## src/rtl/row_mem_feeder_if.sv

```systemverilog
// row_mem_feeder_if: loader write port, MAC-side control and read-data bundle.
//   master: loader/MAC side drives wr_*, start, rd_bank, row_len, stop, need
//           and observes mem_data, mem_en, row_wrap, busy.
//   slave : the row_mem_feeder.
interface row_mem_feeder_if #(
    parameter int unsigned DATA_BW = 8,
    parameter int unsigned ADDR_W  = 7
);
    logic                 wr_en;
    logic                 wr_bank;
    logic [ADDR_W-1:0]    wr_addr;
    logic [DATA_BW-1:0]   wr_data;
    logic                 start;
    logic                 rd_bank;
    logic [ADDR_W:0]      row_len;
    logic                 stop;
    logic                 need;
    logic [DATA_BW-1:0]   mem_data;
    logic                 mem_en;
    logic                 row_wrap;
    logic                 busy;

    modport master (
        output wr_en, wr_bank, wr_addr, wr_data,
        output start, rd_bank, row_len, stop, need,
        input  mem_data, mem_en, row_wrap, busy
    );

    modport slave (
        input  wr_en, wr_bank, wr_addr, wr_data,
        input  start, rd_bank, row_len, stop, need,
        output mem_data, mem_en, row_wrap, busy
    );
endinterface

```

## src/rtl/row_mem_feeder.sv

```systemverilog
// row_mem_feeder: double-banked row buffer feeding the MAC core.
// The loader writes one bank while the other is read. After start the block
// primes PRIME_CNT words (mem_en high), then returns one word per need pulse,
// with data valid two cycles after the request.
// Ports:
//   clk, resetn : clock, asynchronous active-low reset
//   bus (slave) : wr_en/wr_bank/wr_addr/wr_data write port (always active),
//                 start/rd_bank/row_len/stop/need control,
//                 mem_data (registered), mem_en (registered),
//                 row_wrap (same-cycle pulse on the read at row_len-1),
//                 busy (registered, high outside IDLE)
module row_mem_feeder #(
    parameter int unsigned DATA_BW   = 8,
    parameter int unsigned ADDR_W    = 7,
    parameter int unsigned PRIME_CNT = 3
) (
    input  logic            clk,
    input  logic            resetn,
    row_mem_feeder_if.slave bus
);
    localparam int unsigned DEPTH = 1 << ADDR_W;
    localparam int unsigned CNT_W = (PRIME_CNT > 1) ? $clog2(PRIME_CNT) : 1;

    typedef enum logic [1:0] {IDLE, PRIME, SERVE} state_t;

    state_t              state_q, state_d;
    logic [DATA_BW-1:0]  mem [2][DEPTH];
    logic                rd_bank_q;
    logic [ADDR_W-1:0]   last_q;
    logic [ADDR_W-1:0]   rd_ptr_q;
    logic [CNT_W-1:0]    prime_cnt_q;
    logic                need_q;
    logic [DATA_BW-1:0]  mem_data_q;
    logic                mem_en_q;
    logic                busy_q;

    logic                start_acc;
    logic                read_fire;
    logic                row_wrap_c;
    logic [ADDR_W-1:0]   row_last_c;

    // State register
    always_ff @(posedge clk or negedge resetn) begin
        if (!resetn) state_q <= IDLE;
        else         state_q <= state_d;
    end

    // Next state, read strobe and wrap detection; stop overrides everything
    always_comb begin
        state_d    = state_q;
        start_acc  = 1'b0;
        read_fire  = 1'b0;
        row_wrap_c = 1'b0;
        // Lengths beyond the bank depth clamp to the full bank
        row_last_c = bus.row_len[ADDR_W] ? '1 : bus.row_len[ADDR_W-1:0] - ADDR_W'(1);
        case (state_q)
            IDLE: begin
                if (bus.start && (bus.row_len != '0)) begin
                    start_acc = 1'b1;
                    state_d   = PRIME;
                end
            end
            PRIME: begin
                read_fire = 1'b1;
                if (prime_cnt_q == CNT_W'(PRIME_CNT - 1)) state_d = SERVE;
            end
            SERVE: begin
                read_fire = need_q;
            end
            default: state_d = IDLE;
        endcase
        if (bus.stop) begin
            state_d   = IDLE;
            start_acc = 1'b0;
            read_fire = 1'b0;
        end
        row_wrap_c = read_fire && (rd_ptr_q == last_q);
    end

    // Datapath: session latch, read pointer, need delay and registered outputs
    always_ff @(posedge clk or negedge resetn) begin
        if (!resetn) begin
            rd_bank_q   <= 1'b0;
            last_q      <= '0;
            rd_ptr_q    <= '0;
            prime_cnt_q <= '0;
            need_q      <= 1'b0;
            mem_data_q  <= '0;
            mem_en_q    <= 1'b0;
            busy_q      <= 1'b0;
        end else begin
            need_q   <= bus.need && (state_q == SERVE) && !bus.stop;
            mem_en_q <= (state_d == PRIME);
            busy_q   <= (state_d != IDLE);
            if (start_acc) begin
                rd_bank_q   <= bus.rd_bank;
                last_q      <= row_last_c;
                rd_ptr_q    <= '0;
                prime_cnt_q <= '0;
            end else if (read_fire) begin
                // Nonblocking read of the array gives read-first behaviour
                mem_data_q <= mem[rd_bank_q][rd_ptr_q];
                rd_ptr_q   <= row_wrap_c ? '0 : rd_ptr_q + ADDR_W'(1);
                if (state_q == PRIME) prime_cnt_q <= prime_cnt_q + CNT_W'(1);
            end
        end
    end

    // Bank storage: write port is live in every state and during reset
    always_ff @(posedge clk) begin
        if (bus.wr_en) mem[bus.wr_bank][bus.wr_addr] <= bus.wr_data;
    end

    assign bus.mem_data = mem_data_q;
    assign bus.mem_en   = mem_en_q;
    assign bus.busy     = busy_q;
    // Combinational so the pulse lands in the read cycle itself
    assign bus.row_wrap = row_wrap_c;

endmodule

```

## src/flat_wrapper.sv

```systemverilog
// flat-port wrapper written by rule: the top's interface ports become plain ports
module row_mem_feeder_flat 
#(
    parameter int unsigned DATA_BW   = 8,
    parameter int unsigned ADDR_W    = 7,
    parameter int unsigned PRIME_CNT = 3
)
  (clk, resetn, bus_wr_en, bus_wr_bank, bus_wr_addr, bus_wr_data, bus_start, bus_rd_bank, bus_row_len, bus_stop, bus_need, bus_mem_data, bus_mem_en, bus_row_wrap, bus_busy);
  row_mem_feeder_if #(.DATA_BW(DATA_BW), .ADDR_W(ADDR_W)) bus_i ();
  input  logic clk;
  input  logic resetn;
  input wire logic [$bits(bus_i.wr_en)-1:0] bus_wr_en;
  input wire logic [$bits(bus_i.wr_bank)-1:0] bus_wr_bank;
  input wire logic [$bits(bus_i.wr_addr)-1:0] bus_wr_addr;
  input wire logic [$bits(bus_i.wr_data)-1:0] bus_wr_data;
  input wire logic [$bits(bus_i.start)-1:0] bus_start;
  input wire logic [$bits(bus_i.rd_bank)-1:0] bus_rd_bank;
  input wire logic [$bits(bus_i.row_len)-1:0] bus_row_len;
  input wire logic [$bits(bus_i.stop)-1:0] bus_stop;
  input wire logic [$bits(bus_i.need)-1:0] bus_need;
  output wire logic [$bits(bus_i.mem_data)-1:0] bus_mem_data;
  output wire logic [$bits(bus_i.mem_en)-1:0] bus_mem_en;
  output wire logic [$bits(bus_i.row_wrap)-1:0] bus_row_wrap;
  output wire logic [$bits(bus_i.busy)-1:0] bus_busy;
  assign bus_i.wr_en = bus_wr_en;
  assign bus_i.wr_bank = bus_wr_bank;
  assign bus_i.wr_addr = bus_wr_addr;
  assign bus_i.wr_data = bus_wr_data;
  assign bus_i.start = bus_start;
  assign bus_i.rd_bank = bus_rd_bank;
  assign bus_i.row_len = bus_row_len;
  assign bus_i.stop = bus_stop;
  assign bus_i.need = bus_need;
  assign bus_mem_data = bus_i.mem_data;
  assign bus_mem_en = bus_i.mem_en;
  assign bus_row_wrap = bus_i.row_wrap;
  assign bus_busy = bus_i.busy;
  row_mem_feeder #(.DATA_BW(DATA_BW), .ADDR_W(ADDR_W), .PRIME_CNT(PRIME_CNT)) u_core (.clk(clk), .resetn(resetn), .bus(bus_i));
endmodule
```

## config.mk

```make
export PLATFORM = sky130hd
export DESIGN_NAME = row_mem_feeder_flat
export DESIGN_NICKNAME = d
export VERILOG_FILES = /design/src/rtl/row_mem_feeder_if.sv /design/src/rtl/row_mem_feeder.sv /design/src/flat_wrapper.sv
export SDC_FILE = /design/constraint.sdc
export NUM_CORES = 2
export LEC_CHECK = 0
export BUFFER_PORTS_ARGS = -buffer_cell sky130_fd_sc_hd__buf_2
export CAP_MARGIN = 20
export CORE_AREA = 2 2 314 441
export CTS_CLUSTER_SIZE = 14
export DETAILED_ROUTE_END_ITERATION = 12
export DIE_AREA = 0 0 316 443
export PLACE_DENSITY_LB_ADDON = 0.3
export SLEW_MARGIN = 20
export SYNTH_ARGS = -nofsm -noshare
export SYNTH_HDL_FRONTEND = slang
export SYNTH_SLANG_ARGS = --single-unit
```

## constraint.sdc

```tcl
create_clock -name clk -period 2.8 [get_ports clk]
set_input_delay 0.42 -clock clk [delete_from_list [all_inputs] [get_ports clk]]
set_output_delay 0.42 -clock clk [all_outputs]
set_load 0.1 [all_outputs]
```

# Word-level counts from Yosys, hierarchy flattened
# Memories as Yosys holds them, arrays and structs flattened.
# Index checks and enable logic that the tools add are counted.
# totals
input_bits	31
memories	1
ram_bits	2048
regBits	30
output_inout_bits	11
elab_cells	60
# mem_list
memory	words	width	rd	rd_clocked_by_memory_dff	write_ports	line_no	rtl
u_core.mem	2	1024	1	0	1	row_mem_feeder.sv:27	logic [DATA_BW-1:0] mem [2][DEPTH];
# op_classes
addsub	3
magnitude_cmp	3
n_bitwise	3
n_reduce_logical	13
mux	23
eq_ne	5
# ops
op	count
$mux W1024	1
$bmux W8 S7	1
$demux W8 S7	1
$mux W7	4
$mux W8	3
$ge A8 B8 Y1 const B	2
$not A7 Y8	2
$mux W2	6
$lt A8 B1 Y1 const B	1
$reduce_bool A8 Y1	1
$add A7 B1 Y7 const B	1
$eq A7 B7 Y1	1
$sub A7 B1 Y7 const B	1
$pmux W2 S3	1
$reduce_bool A2 Y1	3
$logic_and A1 B1 Y1	5
$mux W1	5
$eq A2 B1 Y1 const B	2
$eq A2 B2 Y1 const B	2
$reduce_and A2 Y1	2
$add A2 B1 Y2 const B	1
$logic_not A2 Y1	1
$pmux W1 S2	1
$logic_not A1 Y1	1
$not A1 Y1	1

# Longest topological paths before layout
# logic_depth
ltp_word	7
ltp_mapped	13
depth_no_buf	9

# Worst setup path before layout
# No wires, ideal clock.
# synth_path
path_type	register -> output
start	register u_core.rd_ptr_q[0]
end	output port bus_row_wrap
slack_ps	-341
path_buffers	3
t_arrival_ps	2721
required_ps	2380
path_stages_with_launch	8
cell_sequence	dfrtp_1 buf_4 buf_2 buf_2 xor2_1 nor4_1 nand4_1 nor2_1
# synth_via
elab_chain_cells	2
# synth_rtl
item	line_no	rtl
start: declaration	row_mem_feeder.sv:30	logic [ADDR_W-1:0] rd_ptr_q;
start signal: assignment	row_mem_feeder.sv:103	rd_ptr_q <= row_wrap_c ? '0 : rd_ptr_q + ADDR_W'(1);
$eq A7 B7 Y1	row_mem_feeder.sv:77	row_wrap_c = read_fire && (rd_ptr_q == last_q);
$logic_and A1 B1 Y1	row_mem_feeder.sv:77	
end: declaration	flat_wrapper.sv:23	output wire logic [$bits(bus_i.row_wrap)-1:0] bus_row_wrap;
# Every way passes these cells.

# Worst setup path after layout
# layout_path
start	register u_core.rd_bank_q
end	register u_core.mem_data_q[2], in the netlist u_core.bus.mem_data[2]
# layout_via
elab_chain_cells	4
# layout_rtl
item	line_no	rtl
start: declaration	row_mem_feeder.sv:28	logic rd_bank_q;
start signal: assignment	row_mem_feeder.sv:96	rd_bank_q <= bus.rd_bank;
$mem_v2 Z2 W1024	n/a	
$bmux W8 S7	row_mem_feeder.sv:102	mem_data_q <= mem[rd_bank_q][rd_ptr_q];
$mux W8 (implied by the code) (2 in a row)	row_mem_feeder.sv:102	
end signal: assignment	row_mem_feeder.sv:102	
end: declaration	row_mem_feeder.sv:33	logic [DATA_BW-1:0] mem_data_q;
# Every way passes these cells. The select of a mux whose other input is x is not followed.
# A chain may end at the register's enable or synchronous reset.

==> impl_metrics.json <==
{
  "final_cell_mix": "edfxtp_1, buf_4, mux4_2",
  "stdcell_area_um2": 94500,
  "design.portCount": 42,
  "worst_pin_slew_ns": 0.873,
  "register_area_um2": 62300,
  "maxCapViolCount": 0,
  "relSlewSlack_pct": 41.8,
  "async_flop_share_pct": 1.44,
  "cp.required_ns": 3.48,
  "synth_area_um2": 81200,
  "grt_pass1_wl_um": 302000,
  "path_cells": "buf_12, buf_12, mux4_2, mux4_2, a22oi_2, nand3_2, o211ai_1, buf_4, nand4_1",
  "powerDensity_nw_per_um2": 738,
  "drv_slew": 0,
  "synth_xor_area_share_pct": 0.129,
  "start_util_pct": 59.5,
  "setup_tns_ns": -2.48,
  "synth_top_family_by_area": "multiplexers",
  "yosys.area_share.simple_pct": 2.79,
  "drc_errors": 0,
  "path_buf_inv": 3,
  "synth_fa_ha_area_share_pct": 0.108,
  "yosysUniqueCellTypes": 64,
  "avgSynthCellArea_um2": 20.8,
  "synthesis.nets": 3945,
  "ctsLongestPathBuffers": 3,
  "vias": 43200,
  "clock_sinks": 2078,
  "setup_viol_count_final": 9,
  "firstDrtPassIters": 5,
  "place_congestion": 0.909,
  "cts-root-buf": "clkbuf_16",
  "failed_checks": "setup timing",
  "vias_per_cell": 6.69,
  "synth-compound-area-share_pct": 3.04,
  "max_freq_mhz": 303,
  "critPathArrivalTime_ns": 3.98,
  "grt_usage_pct": 30.4,
  "ys_warn_count": 0,
  "port_buffers": 41,
  "crit_type": "reg -> reg",
  "area_growth_syn_to_layout_pct": 16.3,
  "postSynthCellCount": 3907,
  "die_w_um": 316,
  "drt_iter0_drc": 6301,
  "htreeDepth": 4,
  "multi_input_area_um2": 17900,
  "grt_pass1_vias": 43900,
  "fill_cells": 7900,
  "final_nets": 4573,
  "synth_seq_cells": 2078,
  "peakVddDrop_v": 0.000647,
  "rows": 161,
  "overflow": 0,
  "status": "complete, but fails checks",
  "wl_um": 211000,
  "yosysSeqAreaShare_pct": 76.7,
  "synthMuxAreaShare_pct": 15.7,
  "start_kind": "flop",
  "setup_slack_ns": -0.500,
  "synth_edf_count": 2048,
  "period_share_pct": 118,
  "cts_buffers": 182,
  "tritoncts": "done",
  "slowest_stage": "mux4_2",
  "path_delay_family": "multiplexers",
  "placed_area_um2": 87600,
  "critPathMaxStageDelay_ns": 0.57,
  "place_hpwl_um": 131000,
  "hold_viol": 0,
  "end_kind": "flop",
  "die_height_um": 443,
  "p_leak_nw": 30.7,
  "clk_pin_slew_ns": 0.07,
  "grt_max_degree": 128,
  "hold_path.class": "in -> reg",
  "rsz0062_at_grt": "true",
  "detail_route.wl_per_cell_um": 32.8,
  "grt_antenna_before_repair": 12,
  "fin_worst_skew_ns": 0.0281,
  "clk_latency_ns": 0.83,
  "dieArea_um2": 140000,
  "ys.flop_type": "edfxtp_1",
  "drive_above_1_share_pct": 30.7,
  "period_needed_ns": 3.30,
  "coreArea_um2": 136000,
  "cp_max_fo": 7,
  "layout_commonest_cell": "edfxtp_1",
  "ant_nets": 0
}
==> stage by stage <==
| step | util [%] | total power [W] | setup slack (ns) | hold slack [ns] | instances |
|---|---|---|---|---|---|
| after floorplan | - | 0.0421 | 0.104 | 0.124 | 3907 |
| after global placement | 64.2 | 0.0456 | -0.496 | 0.519 | 6071 |
| after detailed placement | 64.2 | 0.0457 | -0.501 | 0.531 | 6071 |
| after CTS | 69.0 | 0.0696 | -0.349 | 0.00310 | 6436 |
| after global routing | 69.3 | 0.0714 | -0.451 | 0.0621 | 6456 |
| final | 69.3 | 0.0697 | -0.500 | 0.0464 | 6457 |
==> what timing repair did <==
item | in CTS | in global routing
gates resized for setup | 70 | 42
hold buffers | 13 | 0
buffers inserted | 33 | 16
hold endpoints to repair | 42 | 0
setup endpoints to repair | 9 | 9
cloned | 7 | 4
pin swaps | 19 | 24
==> power by group <==
part / total [W] / internal, W / leakage (nW) / switching [W]
registers: 0.0345 / 0.0343 / 18.8 / 0.000171
clock network: 0.0236 / 0.0128 / 2.66 / 0.0108
logic: 0.0116 / 0.00575 / 9.29 / 0.00587
total: 0.0697 / 0.0529 / 30.7 / 0.0168
==> kinds of logic after synthesis <==
group | Yosys count
adders and majority gates | 7
xor gates and xnor gates | 12
muxes | 691
buffers and inverters | 249
and+or+nand+nor | 529
DFF | 2078
AOI/OAI and AO/OA | 341
==> flip-flops by register name, summed over array words and instances (netlist names) <==
signal               cells
u_core.state_q           2
u_core.rd_ptr_q          7
u_core.need_q            1
u_core.mem            2048
u_core.bus.mem_data      8
u_core.last_q            7
u_core.bus.busy          1
u_core.rd_bank_q         1
u_core.bus.mem_en        1
u_core.prime_cnt_q       2
==> worst reg2reg max path, delay by kind of cell, from the launching register on <==
family	cells	cell delay (ns)
multiplexers	2	1.08
AO/OA/AOI/OAI	2	0.77
flip-flops	1	0.50
buffers and inverters	3	0.52
AND/OR/NAND/NOR	2	0.27
==> layer usage <==
| layer | up-vias | wire length (um) | GRT usage, % |
|---|---|---|---|
| met5 | - | 102 | 0 |
| met3 | 577 | 20100 | 5.72 |
| li1 | 17500 | - | - |
| met2 | 2732 | 108000 | 51.3 |
| met1 | 22400 | 70600 | 37.9 |
| met4 | 14 | 12300 | 15.2 |
==> layout make-up <==
cell class	count	area share, %
Tap cell	1793	2.37
Inverter	13	0.0583
Clock inverter	71	0.547
Clock buffer	241	5.22
Multi-Input combinational cell	1580	19.0
Timing Repair Buffer	680	6.89
Sequential cell	2078	65.9
Antenna cell	1	0.00265
==> Yosys cell counts, drive strengths merged, types with 9 or more instances <==
cell type	n	area share [%]
o221ai	91	0.98
a31oi	12	0.092
o21ai	53	0.33
nand2	103	0.48
buf	128	1.0
nor3	10	0.062
a22oi	28	0.26
dfrtp	30	0.92
a211oi	14	0.13
mux4	464	13
nor2b	13	0.10
o211ai	20	0.18
nand3	47	0.29
inv	12	0.055
o22ai	47	0.36
mux2i	222	2.7
and2	20	0.15
nor2	296	1.4
a21oi	29	0.18
nand4	9	0.069
edfxtp	2048	76
clkbuf	108	0.50
==> final timing paths <==
check / start / to / slack (ns) / cells after the start
max: u_core.rd_bank_q$_DFFE_PN0P_ / u_core.bus.mem_data[2]$_DFFE_PN0P_ / -0.50 / 9
min: bus_row_len[7] / u_core.last_q[6]$_DFFE_PN0P_ / 0.05 / 3
max reg2reg: u_core.rd_bank_q$_DFFE_PN0P_ / u_core.bus.mem_data[2]$_DFFE_PN0P_ / -0.50 / 9
min reg2reg: u_core.prime_cnt_q[1]$_DFFE_PN0P_ / u_core.prime_cnt_q[1]$_DFFE_PN0P_ / 0.54 / 1
max in group asynchronous: resetn / u_core.rd_bank_q$_DFFE_PN0P_ / 1.90 / 2
min in group asynchronous: resetn / u_core.bus.mem_en$_DFF_PN0_ / 0.23 / 2
No activity file was read; power rests on OpenSTA's default activity.
